`src/rtl/conv_sched_if.sv`:
```
// Window-fetch, core and result-stream signals between conv_sched and its environment.
// master = sequencer side, slave = window buffer / core / consumer side.
interface conv_sched_if #(
  parameter int COORD_W = 5,
  parameter int ADDR_W  = 10
);
  logic               win_req;
  logic [COORD_W-1:0] win_row;
  logic [COORD_W-1:0] win_col;
  logic               win_ack;
  logic               core_en;
  logic               core_valid;
  logic [38:0]        core_out;
  logic               res_valid;
  logic               res_ready;
  logic [15:0]        res_data;
  logic [ADDR_W-1:0]  res_addr;

  modport master (
    output win_req, win_row, win_col, core_en, res_valid, res_data, res_addr,
    input  win_ack, core_valid, core_out, res_ready
  );

  modport slave (
    input  win_req, win_row, win_col, core_en, res_valid, res_data, res_addr,
    output win_ack, core_valid, core_out, res_ready
  );
endinterface

```
`src/rtl/conv_sched.sv`:
```
// Frame sequencer for the 7x7 convolution core: window scan, core firing, Q8.8
// re-quantisation and a credit-protected result FIFO.
module conv_sched #(
  parameter int OUT_W      = 22,
  parameter int OUT_H      = 22,
  parameter int COORD_W    = 5,
  parameter int ADDR_W     = 10,
  parameter int LAT        = 7,
  parameter int FIFO_DEPTH = 8,
  parameter int SHIFT      = 8
) (
  input  logic         clk,
  input  logic         rst,
  input  logic         start_i,
  input  logic         cfg_relu_i,
  output logic         busy_o,
  output logic         done_o,
  output logic         lat_err_o,
  conv_sched_if.master bus
);
  localparam int PTR_W   = $clog2(FIFO_DEPTH);
  // Pipeline occupancy is bounded by the credit limit and by the core latency.
  localparam int OCC_MAX = (FIFO_DEPTH > LAT) ? FIFO_DEPTH : LAT;
  localparam int CNT_W   = $clog2(OCC_MAX + 1);
  localparam logic signed [39:0] RND = 40'sd1 <<< (SHIFT - 1);

  typedef enum logic [1:0] {IDLE, FETCH, ISSUE, DRAIN} state_e;

  state_e             state_q, state_d;
  logic [COORD_W-1:0] row_q, row_d, col_q, col_d;
  logic [CNT_W-1:0]   infl_q, infl_d, cnt_q, cnt_d;
  logic [PTR_W-1:0]   wr_ptr_q, rd_ptr_q;
  logic [ADDR_W-1:0]  pop_q, pop_d;
  logic               relu_q, relu_d, lat_err_q, lat_err_d;
  logic [15:0]        mem_q [FIFO_DEPTH];

  logic               credit, push, pop, last_pos, start_ok;
  logic [CNT_W:0]     occ;
  logic signed [39:0] rq_sum, rq_shift;
  logic [15:0]        rq_res;

  always_comb begin
    rq_sum   = {bus.core_out[38], bus.core_out} + RND;
    rq_shift = rq_sum >>> SHIFT;
    if (relu_q && rq_shift < 40'sd0)   rq_res = '0;
    else if (rq_shift > 40'sd32767)    rq_res = 16'h7FFF;
    else if (rq_shift < -40'sd32768)   rq_res = 16'h8000;
    else                               rq_res = rq_shift[15:0];
  end

  always_comb begin
    state_d     = state_q;
    row_d       = row_q;
    col_d       = col_q;
    relu_d      = relu_q;
    start_ok    = 1'b0;
    bus.win_req = 1'b0;
    bus.core_en = 1'b0;
    done_o      = 1'b0;
    occ         = {1'b0, infl_q} + {1'b0, cnt_q};
    credit      = occ < (CNT_W + 1)'(FIFO_DEPTH);
    last_pos    = (row_q == COORD_W'(OUT_H - 1)) && (col_q == COORD_W'(OUT_W - 1));

    case (state_q)
      IDLE: begin
        if (start_i) begin
          start_ok = 1'b1;
          row_d    = '0;
          col_d    = '0;
          relu_d   = cfg_relu_i;
          state_d  = FETCH;
        end
      end
      FETCH: begin
        bus.win_req = credit;
        if (credit && bus.win_ack) state_d = ISSUE;
      end
      ISSUE: begin
        bus.core_en = 1'b1;
        if (last_pos) begin
          state_d = DRAIN;
        end else begin
          state_d = FETCH;
          if (col_q == COORD_W'(OUT_W - 1)) begin
            col_d = '0;
            row_d = row_q + COORD_W'(1);
          end else begin
            col_d = col_q + COORD_W'(1);
          end
        end
      end
      DRAIN: begin
        if (infl_q == '0 && cnt_q == '0) begin
          done_o  = 1'b1;
          state_d = IDLE;
        end
      end
      default: state_d = IDLE;
    endcase

    busy_o = (state_q != IDLE) && !done_o;

    // Results with nothing in flight (stale after reset, or spurious) are dropped.
    push = bus.core_valid && (infl_q != '0);
    pop  = bus.res_valid && bus.res_ready;

    infl_d = infl_q;
    if (bus.core_en && !push)      infl_d = infl_q + CNT_W'(1);
    else if (!bus.core_en && push) infl_d = infl_q - CNT_W'(1);

    cnt_d = cnt_q;
    if (push && !pop)      cnt_d = cnt_q + CNT_W'(1);
    else if (pop && !push) cnt_d = cnt_q - CNT_W'(1);

    pop_d     = pop ? pop_q + ADDR_W'(1) : pop_q;
    lat_err_d = lat_err_q | (bus.core_valid && infl_q == '0);

    if (start_ok) begin
      infl_d    = '0;
      pop_d     = '0;
      lat_err_d = 1'b0;
    end
  end

  always_ff @(posedge clk or posedge rst) begin
    if (rst) begin
      state_q   <= IDLE;
      row_q     <= '0;
      col_q     <= '0;
      infl_q    <= '0;
      cnt_q     <= '0;
      wr_ptr_q  <= '0;
      rd_ptr_q  <= '0;
      pop_q     <= '0;
      relu_q    <= 1'b0;
      lat_err_q <= 1'b0;
    end else begin
      state_q   <= state_d;
      row_q     <= row_d;
      col_q     <= col_d;
      infl_q    <= infl_d;
      cnt_q     <= cnt_d;
      wr_ptr_q  <= wr_ptr_q + PTR_W'(push);
      rd_ptr_q  <= rd_ptr_q + PTR_W'(pop);
      pop_q     <= pop_d;
      relu_q    <= relu_d;
      lat_err_q <= lat_err_d;
    end
  end

  always_ff @(posedge clk) begin
    if (push) mem_q[wr_ptr_q] <= rq_res;
  end

  assign bus.win_row   = row_q;
  assign bus.win_col   = col_q;
  assign bus.res_valid = (cnt_q != '0);
  assign bus.res_data  = bus.res_valid ? mem_q[rd_ptr_q] : 16'h0000;
  assign bus.res_addr  = pop_q;
  assign lat_err_o     = lat_err_q;
endmodule

```
`src/flat_wrapper.sv`:
```
// flat-port wrapper written by rule: the top's interface ports become plain ports
module conv_sched_flat 
#(
  parameter int OUT_W      = 22,
  parameter int OUT_H      = 22,
  parameter int COORD_W    = 5,
  parameter int ADDR_W     = 10,
  parameter int LAT        = 7,
  parameter int FIFO_DEPTH = 8,
  parameter int SHIFT      = 8
)
  (clk, rst, start_i, cfg_relu_i, busy_o, done_o, lat_err_o, bus_win_req, bus_win_row, bus_win_col, bus_core_en, bus_res_valid, bus_res_data, bus_res_addr, bus_win_ack, bus_core_valid, bus_core_out, bus_res_ready);
  conv_sched_if #(.COORD_W(COORD_W), .ADDR_W(ADDR_W)) bus_i ();
  input  logic clk;
  input  logic rst;
  input  logic start_i;
  input  logic cfg_relu_i;
  output logic busy_o;
  output logic done_o;
  output logic lat_err_o;
  output wire logic [$bits(bus_i.win_req)-1:0] bus_win_req;
  output wire logic [$bits(bus_i.win_row)-1:0] bus_win_row;
  output wire logic [$bits(bus_i.win_col)-1:0] bus_win_col;
  output wire logic [$bits(bus_i.core_en)-1:0] bus_core_en;
  output wire logic [$bits(bus_i.res_valid)-1:0] bus_res_valid;
  output wire logic [$bits(bus_i.res_data)-1:0] bus_res_data;
  output wire logic [$bits(bus_i.res_addr)-1:0] bus_res_addr;
  input wire logic [$bits(bus_i.win_ack)-1:0] bus_win_ack;
  input wire logic [$bits(bus_i.core_valid)-1:0] bus_core_valid;
  input wire logic [$bits(bus_i.core_out)-1:0] bus_core_out;
  input wire logic [$bits(bus_i.res_ready)-1:0] bus_res_ready;
  assign bus_win_req = bus_i.win_req;
  assign bus_win_row = bus_i.win_row;
  assign bus_win_col = bus_i.win_col;
  assign bus_core_en = bus_i.core_en;
  assign bus_res_valid = bus_i.res_valid;
  assign bus_res_data = bus_i.res_data;
  assign bus_res_addr = bus_i.res_addr;
  assign bus_i.win_ack = bus_win_ack;
  assign bus_i.core_valid = bus_core_valid;
  assign bus_i.core_out = bus_core_out;
  assign bus_i.res_ready = bus_res_ready;
  conv_sched #(.OUT_W(OUT_W), .OUT_H(OUT_H), .COORD_W(COORD_W), .ADDR_W(ADDR_W), .LAT(LAT), .FIFO_DEPTH(FIFO_DEPTH), .SHIFT(SHIFT)) u_core (.clk(clk), .rst(rst), .start_i(start_i), .cfg_relu_i(cfg_relu_i), .busy_o(busy_o), .done_o(done_o), .lat_err_o(lat_err_o), .bus(bus_i));
endmodule
```
`config.mk`:
```
export PLATFORM = sky130hd
export DESIGN_NAME = conv_sched_flat
export DESIGN_NICKNAME = d
export VERILOG_FILES = /design/src/rtl/conv_sched_if.sv /design/src/rtl/conv_sched.sv /design/src/flat_wrapper.sv
export SDC_FILE = /design/constraint.sdc
export NUM_CORES = 1
export LEC_CHECK = 0
export ABC_AREA = 1
export CORE_UTILIZATION = 50
export DETAILED_ROUTE_END_ITERATION = 16
export GPL_TIMING_DRIVEN = 0
export PLACE_DENSITY = 0.72
export SYNTH_ARGS = -nofsm -noshare
export SYNTH_HDL_FRONTEND = slang
export SYNTH_SLANG_ARGS = --single-unit
```
`constraint.sdc`:
```
create_clock -name clk -period 2.75 [get_ports clk]
set_input_delay 0.55 -clock clk [delete_from_list [all_inputs] [get_ports clk]]
set_output_delay 0.55 -clock clk [all_outputs]
set_load 0.02 [all_outputs]
```
==> results.cfg, run 1 <==
[run_status]
outcome = finished clean

[hold_path]
hold_depth = 1
hold_class = reg -> reg
hold_path_startpoint = u_core.rd_ptr_q[2]
min_to = u_core.rd_ptr_q[2]

[sta]
slew_headroom_pct = 35.04
setup_ws_ns = 0.08825
max_freq_mhz = 375.7
worstMarginPinSlew_ns = 0.9709
setup_tns_ns = 0
final-setup-viol-count = 0
fin_crit_ns = 2.662
skew_ns = 0.006017
drv_slew = 0
finalCritPeriodShare_pct = 96.79
rsz0062_at_grt = true
hold_viol = 0
whs_ns = 0.4734

[synth]
synthArstFlopShare_pct = 22.89
yosys_most_used_dff = edfxtp_1
seq_area_frac_synth_pct = 58.03
syn-num-nets = 939
synth_cell_types = 38
synth_area_per_cell_sq_um = 9.476
synth_edf_count = 128
syn-cell-area_sq_um = 8263
ys_warn_count = 0
synth-seq-cells = 166
syn_inst = 872

[detailed_routing]
drc_errors = 0
viasPerCell = 5.308
drt.antenna.violating_nets = 0
vias = 6423
firstDrtPassIters = 5
dr.first_iter.drc_count = 473
totalWireLength_mm = 19.33
avgRoutedWirePerCell_um = 15.98

[clock_tree]
tritoncts = built
cts.hold.buffers_added = 0
cts_sinks = 166
clk_path_buf_depth = 2
clk_pin_slew_ns = 0.06
h-tree-depth = 4
root_buffer = clkbuf_16
clk_latency_ns = 0.43
cts-buffers-inserted = 17

[power_and_ir_drop]
p_per_area_nw_per_um2 = 985.4
power.leakage_nw = 4.044
peakVddDrop_uv = 638.2

[worst_setup_path]
r2r_cells = 11
r2r_slack_ns = 0.27
slowest_stage = dfrtp_1
worstPathCellList = buf_6, clkinv_4, clkbuf_8, o21ai_0, o22ai_1, o21ai_2, a31oi_1, clkdlybuf4s15_1
end_kind = output pin
path_class = reg -> out
rr_endpoint = u_core.infl_q[3]
worstPathMaxFanout = 10
cp.required_ns = 2.20
critPathMaxStageDelay_ns = 0.39
r2r_start = u_core.infl_q[0]
start_kind = flop
worstPathArrival_ns = 2.11

[flow_run]
max_cap_viol_count = 0

[global_route]
grt_pass1_wl_mm = 30.30
grt.overflow.total = 0
antenna_found_initial = 0
grt_pass1_vias = 6023
grt_max_degree = 39
grt_use_total_pct = 23.95

[layout]
fin_cells = 1210
nFillCells = 1325
finalInstanceArea_sq_um = 10310
drive_gt1_share_pct = 14.08
final_nets = 1048
syn_to_final_growth_pct = 24.74
antenna_cells = 0

[placed_design]
place_hpwl_mm = 13.95
placed_area_sq_um = 9413
finalWeightedCongestion = 0.9217
place_inst = 1174
pre_cts_ws_ns = -0.8268
port_buffers = 80

[floorplan]
die_x_um = 130.6
io_pins = 88
die_h_um = 130.6
start_util_pct = 51.64
dieArea_sq_um = 17040
core_area_sq_um = 16000
core.rowCount = 46
-- logic make-up after synthesis --
| group | count (synthesis) | synth area share [%] |
|---|---|---|
| fa+ha+maj | 21 | 3.362 |
| xor+xnor | 25 | 2.650 |
| simple gates | 389 | 19.93 |
| flops | 166 | 58.03 |
| buf+inv | 104 | 4.906 |
| compound gates | 166 | 10.99 |
| mux | 1 | 0.1363 |
-- how the worst max path moves through the flow --
stage                            start             endpoint
finish              u_core.rd_ptr_q[0]      bus_res_data[3]
global placement       bus_core_out[7]   u_core.mem_q[0][7]
detailed placement     bus_core_out[8]   u_core.mem_q[1][7]
global route          bus_core_out[21]  u_core.mem_q[5][13]
floorplan              bus_core_out[7]   u_core.mem_q[0][0]
CTS                    u_core.cnt_q[0]      bus_res_data[9]
-- cells in the mapped netlist (all sizes together) (3+ instances only) --
cell type	n	area, sq um
nand2	150	583.1
a31oi	20	125.1
buf	3	26.27
inv	75	281.5
o21ai	99	495.5
edfxtp	128	3844
xor2	12	105.1
a21oi	24	135.1
nand3	31	165.2
nand4	6	37.54
nand3b	4	30.03
nor3	14	70.07
o22ai	16	100.1
dfrtp	38	950.9
ha	19	237.7
xnor2	13	113.9
nor2	175	701.9
and3	4	25.02
clkbuf	24	90.09
-- worst max-delay path: cells and delay by family, from the launching register on --
family / cells / cell delay [ns]
buffers and inverters: 4 / 0.76
flip-flops: 1 / 0.39
AO/OA/AOI/OAI: 4 / 0.53
-- stage by stage --
stage,power [mW],util [%]
finish,10.16,64.42
global route,10.79,64.42
floorplan,6.135,-
CTS,10.15,63.45
global placement,7.666,58.34
detailed placement,7.829,58.83
-- report_power, final --
part | total, mW | internal [mW] | switching (mW)
logic | 4.24 | 1.54 | 2.71
registers | 3.59 | 3.29 | 0.299
clock network | 2.32 | 1.34 | 0.980
total | 10.2 | 6.17 | 3.99
-- flip-flops by register name (all words and copies together) (netlist names) --
name,flops
u_core.infl_q,4
u_core.mem_q,128
u_core.state_q,2
u_core.bus.res_addr,10
u_core.lat_err_o,1
u_core.relu_q,1
u_core.wr_ptr_q,3
u_core.cnt_q,4
u_core.bus.win_col,5
u_core.rd_ptr_q,3
u_core.bus.win_row,5
-- routing by layer --
metal	vias to the layer above	global-route usage, %	share of wire (%)
li1	3197	-	-
met4	0	11.43	2.1
met3	28	4.112	5.3
met1	3001	31.85	44
met2	197	38.34	48
met5	-	0	0
-- what timing repair did --
action                                  in CTS  in global routing
resized for setup                          125                 59
pin swaps                                    6                  9
endpoints found under the setup margin     140                138
setup buffers                                1                  3
gates cloned                                 1                  0
-- cell type report --
class,instances,area (sq um),area share [%]
clock inverter,14,150.1,1.457
multi-input combinational,602,3288,31.90
buffer,26,190.2,1.845
tap,216,270.3,2.622
clock buffer,18,429.2,4.164
timing repair buffer,91,889.6,8.631
inverter,77,294.0,2.853
sequential,166,4796,46.53
-- cell usage in the layout, fill, tap and decap left out, types with 3 or more instances in the layout --
master	instances
nand4_1	6
clkbuf_4	5
dfrtp_1	37
o21ai_0	92
nor3_1	13
clkdlybuf4s15_1	3
nand2_1	134
o22ai_1	16
nand3_1	29
nand2_2	10
buf_6	7
and3_1	4
inv_2	5
buf_4	6
dlymetal6s2s_1	11
clkbuf_16	17
clkinv_4	4
clkdlybuf4s15_2	3
xnor2_1	13
nand3b_1	4
clkbuf_2	11
a21oi_1	15
clkbuf_1	5
nor2_4	8
nor2_1	152
ha_1	18
a21oi_4	9
xor2_1	11
nor2_2	15
buf_2	8
dlygate4sd2_1	4
o21ai_1	5
inv_6	3
nand2_4	6
edfxtp_1	128
a31oi_1	20
inv_1	70
clkdlybuf4s50_1	49
Power figures use the tool's default switching activity.
==> inputs of run 2 (changes only) <==
--- a/config.mk
+++ b/config.mk
@@ -9,7 +9,7 @@
 export CORE_UTILIZATION = 50
 export DETAILED_ROUTE_END_ITERATION = 16
 export GPL_TIMING_DRIVEN = 0
-export PLACE_DENSITY = 0.72
+export PLACE_DENSITY_LB_ADDON = 0.1
 export SYNTH_ARGS = -nofsm -noshare
 export SYNTH_HDL_FRONTEND = slang
 export SYNTH_SLANG_ARGS = --single-unit
==> results.cfg, run 2 (synthesized netlist as in run 1, its figures left out) <==
[clock_tree]
clk_path_buf_depth = 2
clk_pin_slew_ns = 0.06
root_buffer = clkbuf_16
cts_sinks = 166
h-tree-depth = 4
cts-buffers-inserted = 17
tritoncts = built
clk_latency_ns = 0.43

[sta]
fin_crit_ns = 2.690
setup_tns_ns = 0
finalCritPeriodShare_pct = 97.83
setup_ws_ns = 0.05962
drv_slew = 0
max_freq_mhz = 371.7
worstMarginPinSlew_ns = 0.9532
slew_headroom_pct = 36.38
final-setup-viol-count = 0
hold_viol = 0
rsz0062_at_grt = true
skew_ns = 0.007761

[worst_setup_path]
end_kind = output pin
r2r_slack_ns = 0.30
worstPathMaxFanout = 10
start_kind = flop
worstPathArrival_ns = 2.14
path_class = reg -> out
cp.required_ns = 2.20

[detailed_routing]
viasPerCell = 5.295
avgRoutedWirePerCell_um = 16.47
drt.antenna.violating_nets = 0
dr.first_iter.drc_count = 506
vias = 6423
drc_errors = 0
firstDrtPassIters = 5
totalWireLength_mm = 19.98

[floorplan]
die_x_um = 130.6
core.rowCount = 46
start_util_pct = 51.64
dieArea_sq_um = 17040
io_pins = 88
die_h_um = 130.6
core_area_sq_um = 16000

[global_route]
grt_use_total_pct = 24.89
grt_max_degree = 39
grt_pass1_vias = 6022
grt.overflow.total = 0
antenna_found_initial = 0
grt_pass1_wl_mm = 31.17

[layout]
drive_gt1_share_pct = 15.75
largest_register_ffs = 128
final_nets = 1052
multi_input_area_sq_um = 3319
layout_common_cells = nor2_1 (145), nand2_1 (129), edfxtp_1 (128)
register_area_sq_um = 4797
antenna_cells = 0
nFillCells = 1308
syn_to_final_growth_pct = 26.53
fin_cells = 1213
layout_commonest_cell = nor2_1
top_register = u_core.mem_q

[flow_run]
max_cap_viol_count = 0

[placed_design]
port_buffers = 80
finalWeightedCongestion = 0.8348
place_inst = 1173
pre_cts_ws_ns = -0.8099
place_hpwl_mm = 13.85

[power_and_ir_drop]
peakVddDrop_uv = 550.4
p_total_mw = 10.35
p_per_area_nw_per_um2 = 989.9
power.leakage_nw = 4.134

[hold_path]
hold_class = reg -> reg

[run_status]
outcome = finished clean
## run 2: final timing paths
path                                     from                endpoint  depth (start not counted)
min                        u_core.rd_ptr_q[2]      u_core.rd_ptr_q[2]                          1
max                        u_core.rd_ptr_q[0]        bus_res_data[14]                          7
min in group asynchronous                 rst  u_core.bus.res_addr[8]                          2
min reg2reg                u_core.rd_ptr_q[2]      u_core.rd_ptr_q[2]                          1
max reg2reg                  u_core.infl_q[1]         u_core.cnt_q[3]                         13
max in group asynchronous                 rst         u_core.cnt_q[0]                          2
## run 2: layout make-up
class,instances,area share [%]
clock inverter,13,1.723
inverter,77,2.812
buffer,27,1.831
tap,216,2.585
timing repair buffer,94,9.311
multi-input combinational,602,31.75
sequential,166,45.88
clock buffer,18,4.105
## run 2: what timing repair did
action	4_1_cts	5_1_grt
pin swaps	5	15
hold buffers	0	0
cloned	1	0
buffers inserted	2	6
gates resized for setup	121	93
endpoints found under the setup margin	140	140
## run 2: metal layers
layer  global-route usage (%)  vias to the layer above  wire [um]
li1                         -                     3205          -
met1                    31.39                     2993       8663
met2                    42.64                      194       9777
met3                    4.845                       31       1121
met4                    9.128                        0        417
met5                        0                        -          0
## run 2: through the flow
stage | hold slack [ns] | utilization [%] | instance area (sq um)
after floorplan | 0.4383 | - | 8263
after global placement | 0.4551 | 58.34 | 9334
after detailed placement | 0.4667 | 59.07 | 9452
after CTS | 0.4775 | 63.70 | 10190
after global routing | 0.5005 | 65.34 | 10460
final | 0.4786 | 65.34 | 10460
## run 2: power by group
group	total [mW]	leakage [nW]	internal, mW	switching (mW)
clock	2.45	0.285	1.51	0.946
combinational	4.31	2.21	1.57	2.74
sequential	3.58	1.64	3.29	0.293
## run 2: worst max-delay path: stages, from the launching register on
cell             delay [ns]
dfrtp_1                0.40
clkbuf_8               0.20
clkbuf_4               0.23
o21ai_0                0.11
o22ai_1                0.17
o21ai_1                0.11
a31oi_1                0.16
clkdlybuf4s15_1        0.32
==> inputs of run 3 (changes only) <==
--- a/config.mk
+++ b/config.mk
@@ -10,6 +10,7 @@
 export DETAILED_ROUTE_END_ITERATION = 16
 export GPL_TIMING_DRIVEN = 0
 export PLACE_DENSITY_LB_ADDON = 0.1
+export REMOVE_ABC_BUFFERS = 1
 export SYNTH_ARGS = -nofsm -noshare
 export SYNTH_HDL_FRONTEND = slang
 export SYNTH_SLANG_ARGS = --single-unit
==> results.cfg, run 3 (synthesized netlist as in run 1, its figures left out) <==
[sta]
skew_ns = 0.01041
hold_viol = 0
fin_crit_ns = 2.677
max_freq_mhz = 373.6
worstMarginPinSlew_ns = 0.8008
finalCritPeriodShare_pct = 97.34
slew_headroom_pct = 46.54
drv_slew = 0
final-setup-viol-count = 0

[worst_setup_path]
path_class = reg -> out
start_kind = flop
cp.required_ns = 2.20
crit_start = u_core.rd_ptr_q[0]
end_kind = output pin
worstPathArrival_ns = 2.13
worstPathMaxFanout = 64
r2r_start = u_core.infl_q[0]

[global_route]
grt.overflow.total = 0
grt_use_total_pct = 25.03
antenna_found_initial = 0
grt_pass1_vias = 6313
grt_pass1_wl_mm = 31.51
grt_max_degree = 65

[detailed_routing]
dr.first_iter.drc_count = 379
drc_errors = 0
firstDrtPassIters = 8
drt.antenna.violating_nets = 0
vias = 6588
viasPerCell = 5.485
totalWireLength_mm = 21.02
avgRoutedWirePerCell_um = 17.50

[layout]
multi_input_area_sq_um = 3352
antenna_cells = 0
top_register = u_core.mem_q
final_nets = 1039
syn_to_final_growth_pct = 26.35
drive_gt1_share_pct = 15.53
register_area_sq_um = 4802
layout_common_cells = nor2_1 (143), nand2_1 (129), edfxtp_1 (128)
layout_commonest_cell = nor2_1
nFillCells = 1279
largest_register_ffs = 128
utilization_pct = 65.25

[hold_path]
hold_path_startpoint = u_core.relu_q
hold_class = reg -> reg

[clock_tree]
cts_sinks = 166
root_buffer = clkbuf_16
clk_latency_ns = 0.42
clk_path_buf_depth = 2
h-tree-depth = 4
tritoncts = built
clk_pin_slew_ns = 0.06
cts.hold.buffers_added = 0
cts-buffers-inserted = 17

[power_and_ir_drop]
peakVddDrop_uv = 564.4
power.leakage_nw = 4.077
p_per_area_nw_per_um2 = 989.9
p_total_mw = 10.33

[floorplan]
core_area_sq_um = 16000
die_h_um = 130.6
core.rowCount = 46
dieArea_sq_um = 17040
io_pins = 88
die_x_um = 130.6
start_util_pct = 51.64

[run_status]
outcome = finished clean

[placed_design]
finalWeightedCongestion = 0.8442
place_hpwl_mm = 12.99
port_buffers = 80

[flow_run]
max_cap_viol_count = 0
-- run 3: cell count changes in the layout (fill, tap and decap cells not counted), moves of 5 or more --
cell	before	now
o21ai_1	11	4
clkbuf_4	7	0
buf_8	4	9
o21ai_0	88	95
buf_2	10	2
clkdlybuf4s15_2	6	0
-- run 3: critical path, cell delays in order, from the launching register on --
cell and delay (ns):
dfrtp_4 0.51, buf_16 0.18, clkinv_16 0.14, nor2_1 0.05, o22ai_1 0.17, o21ai_0 0.11, a31oi_1 0.16, dlygate4sd2_1 0.35
-- run 3: worst paths after layout --
path | slack, ns | cells past startpoint | endpoint
worst max register to register | 0.22 | 13 | u_core.cnt_q[3]
worst max-delay path | 0.07 | 7 | bus_res_data[4]
min in group asynchronous | 0.60 | 2 | u_core.bus.res_addr[8]
max in group asynchronous | 1.56 | 2 | u_core.rd_ptr_q[0]
worst min register to register | 0.52 | 2 | u_core.relu_q
worst min-delay path | 0.52 | 2 | u_core.relu_q
-- run 3: layout make-up --
class	count	share of cell area, %
Multi-Input combinational cell	605	32.11
Timing Repair inverter	2	0.1198
Sequential cell	166	46.00
Inverter	77	3.092
Timing Repair Buffer	103	10.56
Tap cell	216	2.589
Clock buffer	17	4.075
Clock inverter	15	1.462
-- run 3: what timing repair did --
| item | in CTS | in global routing |
|---|---|---|
| resized for setup | 68 | 87 |
| setup endpoints to repair | 144 | 138 |
| buffers inserted | 10 | 3 |
| cloned | 4 | 2 |
| pin swaps | 6 | 12 |
-- run 3: routing by layer --
layer	share of wire, %	up-vias	routed length (um)	track usage [%]
met5	0	-	0	0
met4	1.3	0	280	9.533
met3	6.2	26	1311	5.049
met2	50	231	10510	44.29
met1	42	3153	8915	30.07
li1	-	3178	-	-
-- run 3: per-stage QoR --
step	area (sq um)	setup slack (ns)	std cells	setup TNS, ns	hold WS (ns)
floorplan	8147	-0.9669	845	-15.47	0.4383
global placement	9218	-3.194	1141	-177.36	0.4516
detailed placement	9380	-1.366	1150	-104.49	0.4549
CTS	10280	0.009416	1196	0	0.5070
global route	10440	-0.01350	1201	-0.2498	0.5512
finish	10440	0.07321	1201	0	0.5246
-- run 3: power breakdown --
part / internal [mW] / leakage (nW) / switching (mW)
Combinational: 1.59 / 2.17 / 2.76
Clock: 1.34 / 0.270 / 0.979
Sequential: 3.30 / 1.64 / 0.372
Total: 6.23 / 4.08 / 4.11
